## config.mk

```make
export PLATFORM = sky130hd
export DESIGN_NAME = ddr_prbs_mchk
export DESIGN_NICKNAME = d
export VERILOG_FILES = /design/src/rtl/ddr_prbs_pkg.sv /design/src/rtl/ddr_prbs_lane_chk.sv /design/src/rtl/ddr_prbs_mchk.sv
export SDC_FILE = /design/constraint.sdc
export NUM_CORES = 2
export LEC_CHECK = 0
export BUFFER_PORTS_ARGS = -buffer_cell sky130_fd_sc_hd__buf_2
export CORE_AREA = 2 2 604 606
export DETAILED_ROUTE_END_ITERATION = 8
export DIE_AREA = 0 0 606 608
export REMOVE_ABC_BUFFERS = 1
export SETUP_SLACK_MARGIN = 0.1
export SLEW_MARGIN = 25
export SYNTH_ARGS = -nofsm -noshare
export SYNTH_HDL_FRONTEND = slang
export SYNTH_SLANG_ARGS = --single-unit
```

## constraint.sdc

```tcl
create_clock -name clk_sys -period 2.5 [get_ports clk_sys]
set_input_delay 0.5 -clock clk_sys [delete_from_list [all_inputs] [get_ports clk_sys]]
set_output_delay 0.5 -clock clk_sys [all_outputs]
set_load 0.01 [all_outputs]
```

## src/rtl/ddr_prbs_pkg.sv

```systemverilog
// Shared types and PRBS helpers for the multi-lane PRBS read-back checker.
// Supported polynomials: x^7+x^6+1, x^15+x^14+1, x^23+x^18+1, x^31+x^28+1.
package ddr_prbs_pkg;

    localparam int unsigned MAX_LANE_W = 128;
    localparam int unsigned PIDX_W     = $clog2(MAX_LANE_W);
    localparam int unsigned SIDX_W     = $clog2(2 * MAX_LANE_W);

    typedef enum logic {
        HUNT = 1'b0,
        LOCK = 1'b1
    } lane_state_e;

    // Second feedback tap of the polynomial x^ord + x^tap + 1.
    function automatic int unsigned prbs_tap(input int unsigned ord);
        int unsigned tap;
        case (ord)
            7:       tap = 6;
            15:      tap = 14;
            23:      tap = 18;
            default: tap = 28;
        endcase
        return tap;
    endfunction

    // Predicts the next lane_w-bit word from the previous one. The word MSB is
    // the earliest bit on the wire, so s[k] walks the stream in time order.
    function automatic logic [MAX_LANE_W-1:0] prbs_next(
        input logic [MAX_LANE_W-1:0] prev,
        input int unsigned           lane_w,
        input int unsigned           ord
    );
        logic [2*MAX_LANE_W-1:0] s;
        logic [MAX_LANE_W-1:0]   nxt;
        int unsigned             tap;
        tap = prbs_tap(ord);
        s   = '0;
        nxt = '0;
        for (int unsigned k = 0; k < 2 * MAX_LANE_W; k++) begin
            if (k < lane_w)
                s[SIDX_W'(k)] = prev[PIDX_W'(lane_w - 1 - k)];
            else if (k < 2 * lane_w)
                s[SIDX_W'(k)] = s[SIDX_W'(k - ord)] ^ s[SIDX_W'(k - tap)];
        end
        for (int unsigned j = 0; j < MAX_LANE_W; j++) begin
            if (j < lane_w)
                nxt[PIDX_W'(j)] = s[SIDX_W'(2 * lane_w - 1 - j)];
        end
        return nxt;
    endfunction

endpackage

```

## src/rtl/ddr_prbs_lane_chk.sv

```systemverilog
// Single-lane self-synchronising PRBS checker with HUNT/LOCK tracking and
// saturating statistics. DDR_PRBS_BITERR_EN makes ecnt accumulate bit errors.
module ddr_prbs_lane_chk
    import ddr_prbs_pkg::*;
#(
    parameter int unsigned LANE_W   = 32,
    parameter int unsigned PRBS_ORD = 31,
    parameter int unsigned SYNC_THR = 8,
    parameter int unsigned LOSS_THR = 4,
    parameter int unsigned CNT_W    = 32
) (
    input  logic              clk_sys,
    input  logic              reset,
    input  logic              vld,
    input  logic [LANE_W-1:0] data,
    input  logic              stat_clr,
    output logic              lock,
    output logic              err_flag,
    output logic [CNT_W-1:0]  dcnt,
    output logic [CNT_W-1:0]  ecnt
);

    localparam int unsigned MW = $clog2(SYNC_THR + 1);
    localparam int unsigned LW = $clog2(LOSS_THR + 1);

    lane_state_e       state, state_nxt;
    logic [MW-1:0]     match_cnt, match_nxt;
    logic [LW-1:0]     loss_cnt, loss_nxt;
    logic [LANE_W-1:0] hist;
    logic              hist_vld;
    logic [LANE_W-1:0] expected;
    logic              cmp;
    logic              mis;
    logic              cnt_en;
    logic [CNT_W-1:0]  ecnt_nxt;

    assign expected = LANE_W'(prbs_next(MAX_LANE_W'(hist), LANE_W, PRBS_ORD));
    assign cmp      = vld & hist_vld;
    assign mis      = (data != expected);
    assign cnt_en   = cmp && (state == LOCK);
    assign lock     = (state == LOCK);

    always_comb begin
        state_nxt = state;
        match_nxt = match_cnt;
        loss_nxt  = loss_cnt;
        if (cmp) begin
            case (state)
                HUNT: begin
                    if (mis) begin
                        match_nxt = '0;
                    end else if (match_cnt == MW'(SYNC_THR - 1)) begin
                        state_nxt = LOCK;
                        match_nxt = match_cnt + 1'b1;
                        loss_nxt  = '0;
                    end else begin
                        match_nxt = match_cnt + 1'b1;
                    end
                end
                LOCK: begin
                    if (!mis) begin
                        loss_nxt = '0;
                    end else if (loss_cnt == LW'(LOSS_THR - 1)) begin
                        state_nxt = HUNT;
                        loss_nxt  = loss_cnt + 1'b1;
                        match_nxt = '0;
                    end else begin
                        loss_nxt = loss_cnt + 1'b1;
                    end
                end
                default: state_nxt = HUNT;
            endcase
        end
    end

    always_ff @(posedge clk_sys or negedge reset) begin
        if (!reset) begin
            state     <= HUNT;
            match_cnt <= '0;
            loss_cnt  <= '0;
            hist      <= '0;
            hist_vld  <= 1'b0;
        end else begin
            state     <= state_nxt;
            match_cnt <= match_nxt;
            loss_cnt  <= loss_nxt;
            if (vld) begin
                hist     <= data;
                hist_vld <= 1'b1;
            end
        end
    end

`ifdef DDR_PRBS_BITERR_EN
    localparam int unsigned INC_W = $clog2(LANE_W + 1);
    logic [INC_W-1:0] inc;
    assign inc = INC_W'($countones(data ^ expected));
`else
    localparam int unsigned INC_W = 1;
    logic [INC_W-1:0] inc;
    assign inc = 1'b1;
`endif

    // One spare bit above the wider operand catches overflow for saturation.
    localparam int unsigned SUM_W = ((CNT_W > INC_W) ? CNT_W : INC_W) + 1;
    logic [SUM_W-1:0] ecnt_sum;
    assign ecnt_sum = SUM_W'(ecnt) + SUM_W'(inc);
    assign ecnt_nxt = (ecnt_sum[SUM_W-1:CNT_W] != '0) ? '1 : ecnt_sum[CNT_W-1:0];

    always_ff @(posedge clk_sys or negedge reset) begin
        if (!reset) begin
            dcnt     <= '0;
            ecnt     <= '0;
            err_flag <= 1'b0;
        end else if (stat_clr) begin
            dcnt     <= '0;
            ecnt     <= '0;
            err_flag <= 1'b0;
        end else if (cnt_en) begin
            if (dcnt != '1)
                dcnt <= dcnt + 1'b1;
            if (mis) begin
                ecnt     <= ecnt_nxt;
                err_flag <= 1'b1;
            end
        end
    end

endmodule

```

## src/rtl/ddr_prbs_mchk.sv

```systemverilog
// Multi-lane PRBS read-back checker: CH_NUM independent lane checkers with
// packed status outputs. DDR_PRBS_BITERR_EN selects bit-error counting.
module ddr_prbs_mchk
    import ddr_prbs_pkg::*;
#(
    parameter int unsigned AXI_DATA_WIDTH = 512,
    parameter int unsigned LANE_W         = 32,
    parameter int unsigned PRBS_ORD       = 31,
    parameter int unsigned SYNC_THR       = 8,
    parameter int unsigned LOSS_THR       = 4,
    parameter int unsigned CNT_W          = 32,
    localparam int unsigned CH_NUM        = AXI_DATA_WIDTH / LANE_W
) (
    input  logic                      clk_sys,
    input  logic                      reset,
    input  logic                      prbs_vld_i,
    input  logic [AXI_DATA_WIDTH-1:0] prbs_data_i,
    input  logic                      stat_clr,
    output logic [CH_NUM-1:0]         prbs_lock,
    output logic [CH_NUM-1:0]         prbs_err_flag,
    output logic [CH_NUM*CNT_W-1:0]   prbs_rx_dcnt,
    output logic [CH_NUM*CNT_W-1:0]   prbs_rx_ecnt
);

    for (genvar i = 0; i < CH_NUM; i++) begin : g_lane
        ddr_prbs_lane_chk #(
            .LANE_W   (LANE_W),
            .PRBS_ORD (PRBS_ORD),
            .SYNC_THR (SYNC_THR),
            .LOSS_THR (LOSS_THR),
            .CNT_W    (CNT_W)
        ) u_lane (
            .clk_sys  (clk_sys),
            .reset    (reset),
            .vld      (prbs_vld_i),
            .data     (prbs_data_i[LANE_W*i +: LANE_W]),
            .stat_clr (stat_clr),
            .lock     (prbs_lock[i]),
            .err_flag (prbs_err_flag[i]),
            .dcnt     (prbs_rx_dcnt[CNT_W*i +: CNT_W]),
            .ecnt     (prbs_rx_ecnt[CNT_W*i +: CNT_W])
        );
    end

endmodule

```

==> summary.md <==
| Metric | Value |
|---|---|
| Yosys top cell area share | 0.453 |
| Area growth, synth to finish | 48.6% |
| Hold slack | 102 ps |
| Post-layout nets | 13,100 |
| Biggest cell delay along the critical path | 500 ps |
| Design Power | 67.6 mW |
| Largest cells by area after synthesis | dfrtp_1, mux2_2, xor2_1 |
| Final setup viols | 357 |
| Die width | 606 microns |
| Number of DRC markers in iteration 0 | 7,016 |
| Synth async-reset ratio | 1.00 |
| Layout filler cell count | 35,400 |
| Syn Std Cell Area | 91,900 sq um |
| Post-Place Setup Slack | -1310 ps |
| Pin count of the biggest net entering global routing | 114 |
| Slowest CP cell | nand4_1 |
| Max VDD drop | 573 uV |
| Die area | 368,000 sq um |
| Initial antenna violation count | 58 |
| Worst Path Arrival | 3730 ps |
| Total track usage | 0.211 |
| CP Class | register to register |
| Failing checks | negative setup slack |
| Placeable Area | 362,000 sq um |
| Non-Filler Instances | 17,600 |
| Placed cells | 16,400 |
| Final WS setup | -589 ps |
| Hold Vio Cnt, Final | 0 |
| Clock Path Buffers | 4 |
| Dpl hpwl | 304 mm |
| ANT nets after route | 0 |
| Pre-antenna DRT Iters | 5 |
| Post-Route WL | 411 mm |
| Final period utilization | 1.24 |
| RSZ-0062 raised after global routing | yes |
| Post-synth top area cell | dfrtp_1 |
| Via count | 90,200 |
| Cells after synthesis | 9,305 |
| H-tree depth reported by CTS | 4 |
| Critical path launch point type | register |
| Global-route wire length before repair | 591 mm |
| Routed vias/inst | 5.13 |
| Total CTS buffers | 205 |
| Ports | 1,572 |
| Max_cap viols | 0 |
| Hold WC Path Type | primary input to asynchronous set/reset pin |
| Worst relative slew slack | 0.314 |
| Static Leak | 60.0 nW |
| Commonest cells post-synth | dfrtp_1, nor2_1, nand2_1, nand3_1, xor2_1 |
| Die Y | 608 microns |
| Clock Root Buffer | clkbuf_16 |
| Worst-path maximum fanout | 5 |
| GPL Wtd Cong | 1.01 |
| CTS tree | yes |
| Max frequency | 0.324 GHz |
| Post-Route Setup TNS | -67,810 ps |
| Post-synth EDFFs | 0 |
| Slew Viols, Final | 0 |
| Synthesized area per cell | 9.88 sq um |
| Vias in the first global route | 87,800 |
| Share of post-route cells with drive strength above 1 | 0.384 |
| Status | complete, but fails checks |
| Post-route minimum period | 3090 ps |
| Worst Max-Slew Pin Slew | 1030 ps |
| Cell Rows | 221 |
| PortBufs | 1,571 |
| Power Dens Cells | 495 nW/um^2 |
| CP Cell Sequence | xor2_1, or3_1, a222oi_1, nand4_1, buf_6, or2_4, buf_12, a32oi_1, a41oi_1 |
| CP endpoint kind | register |
| TritonCTS Sinks | 1,665 |
| Most common cell in the netlist | dfrtp_1 |
| DRC errors left | 0 |
| Initial Util | 0.254 |
| Clock latency on the worst-skew pair | 920 ps |
| Routed len/inst | 23.4 microns |
| Commonest register cell after synthesis | dfrtp_1 |
| Synth Warn # | 0 |
| Clk_skew | 117 ps |
| Register area share after synthesis | 0.453 |
| Worst Path Required | 3140 ps |
| Global route total overflow | 0 |
| Synth unique cells | 94 |
| Worst-path clk slew | 60 ps |
| Seq cells post-synth | 1,665 |
-- area by class of cell --
| class | count | area (sq um) | share of cell area |
|---|---|---|---|
| clock inverters | 76 | 990 | 0.00725 |
| flip-flops and latches | 1665 | 41700 | 0.305 |
| diodes | 65 | 163 | 0.00119 |
| repair buffers | 3494 | 26600 | 0.195 |
| inverters | 210 | 796 | 0.00583 |
| multi-input cells | 6971 | 54400 | 0.399 |
| clock buffers | 295 | 5920 | 0.0433 |
| well taps | 4794 | 6000 | 0.0439 |
-- per-stage QoR --
stage	cell area [sq um]	utilization
5_1_grt	137000	0.378
6_report	137000	0.378
3_3_place_gp	114000	0.315
3_5_place_dp	114000	0.315
4_1_cts	132000	0.364
2_1_floorplan	90000	-
-- path summary, 6_finish.rpt --
check	startpoint	to	slack [ps]	depth (start not counted)
max	g_lane[6].u_lane.hist[14]	g_lane[6].u_lane.ecnt[15]	-590	9
min	reset	g_lane[5].u_lane.ecnt[16]	100	2
max reg2reg	g_lane[6].u_lane.hist[14]	g_lane[6].u_lane.ecnt[15]	-590	9
min reg2reg	g_lane[13].u_lane.loss_cnt[0]	g_lane[13].u_lane.loss_cnt[0]	480	1
max in group asynchronous	reset	g_lane[14].u_lane.hist[4]	1260	4
min in group clk_sys	prbs_data_i[470]	g_lane[14].u_lane.hist[22]	110	3
-- timing repair --
item                                     CTS  global route
hold buffers                             496             0
resized for setup                        950           732
buffers inserted                         120           110
hold endpoints to repair                1138             0
endpoints found under the setup margin   731           848
pin swaps                                408           393
cloned                                    43            20
-- cells by family (layout without fill, tap and decap cells) --
family                     count (synthesis)  count (layout)  synth area share
and+or+nand+nor                         3572            3579             0.202
other                                      0              65                 0
muxes                                    526             526            0.0639
AOI/OAI and AO/OA                       1699            1700             0.124
DFF                                     1665            1665             0.453
xor gates and xnor gates                1086            1086             0.116
buffers and inverters                    677            4075            0.0295
adders and majority gates                 80              80            0.0109
-- worst max-delay path, delay by kind of cell (launching register included) --
family                    cells  cell delay (ps)
AOI/OAI and AO/OA             3              540
DFF                           1              430
buffers and inverters         2              500
xor gates and xnor gates      1              200
and+or+nand+nor               3             1170
-- sequential cells by signal (all words and copies together), names as in the netlist --
signal	cells
g_lane.u_lane.err_flag	16
g_lane.u_lane.match_cnt	64
g_lane.u_lane.loss_cnt	48
g_lane.u_lane.hist_vld	1
g_lane.u_lane.ecnt	512
g_lane.u_lane.hist	496
g_lane.u_lane.lock	16
g_lane.u_lane.dcnt	512
-- where the power goes --
group          leakage [nW]  internal (mW)  switching (mW)
combinational          34.6           4.15            3.83
sequential             22.0           27.8           0.812
clock                  3.40           18.0            13.1
-- cells in the final DEF, fill, tap and decap left out, drive strengths merged, types with 133 or more instances in the layout --
cell,count
and3,297
a21oi,380
inv,219
clkbuf,309
nand2,600
and2,133
xnor2,495
or3,188
nand4,283
o21ai,332
a31oi,162
a211oi,148
dlygate4sd3,496
nand3,510
nor2,763
buf,2983
dfrtp,1665
xor2,507
mux2,483
nor3,324
-- routing by layer --
layer | up-vias | part of all wire | global-route usage
met2 | 3298 | 0.46 | 0.334
met3 | 959 | 0.083 | 0.0580
li1 | 40800 | - | -
met4 | 10 | 0.070 | 0.123
met1 | 45100 | 0.39 | 0.255
met5 | - | 0.00017 | 0
Power figures use the tool's default switching activity.
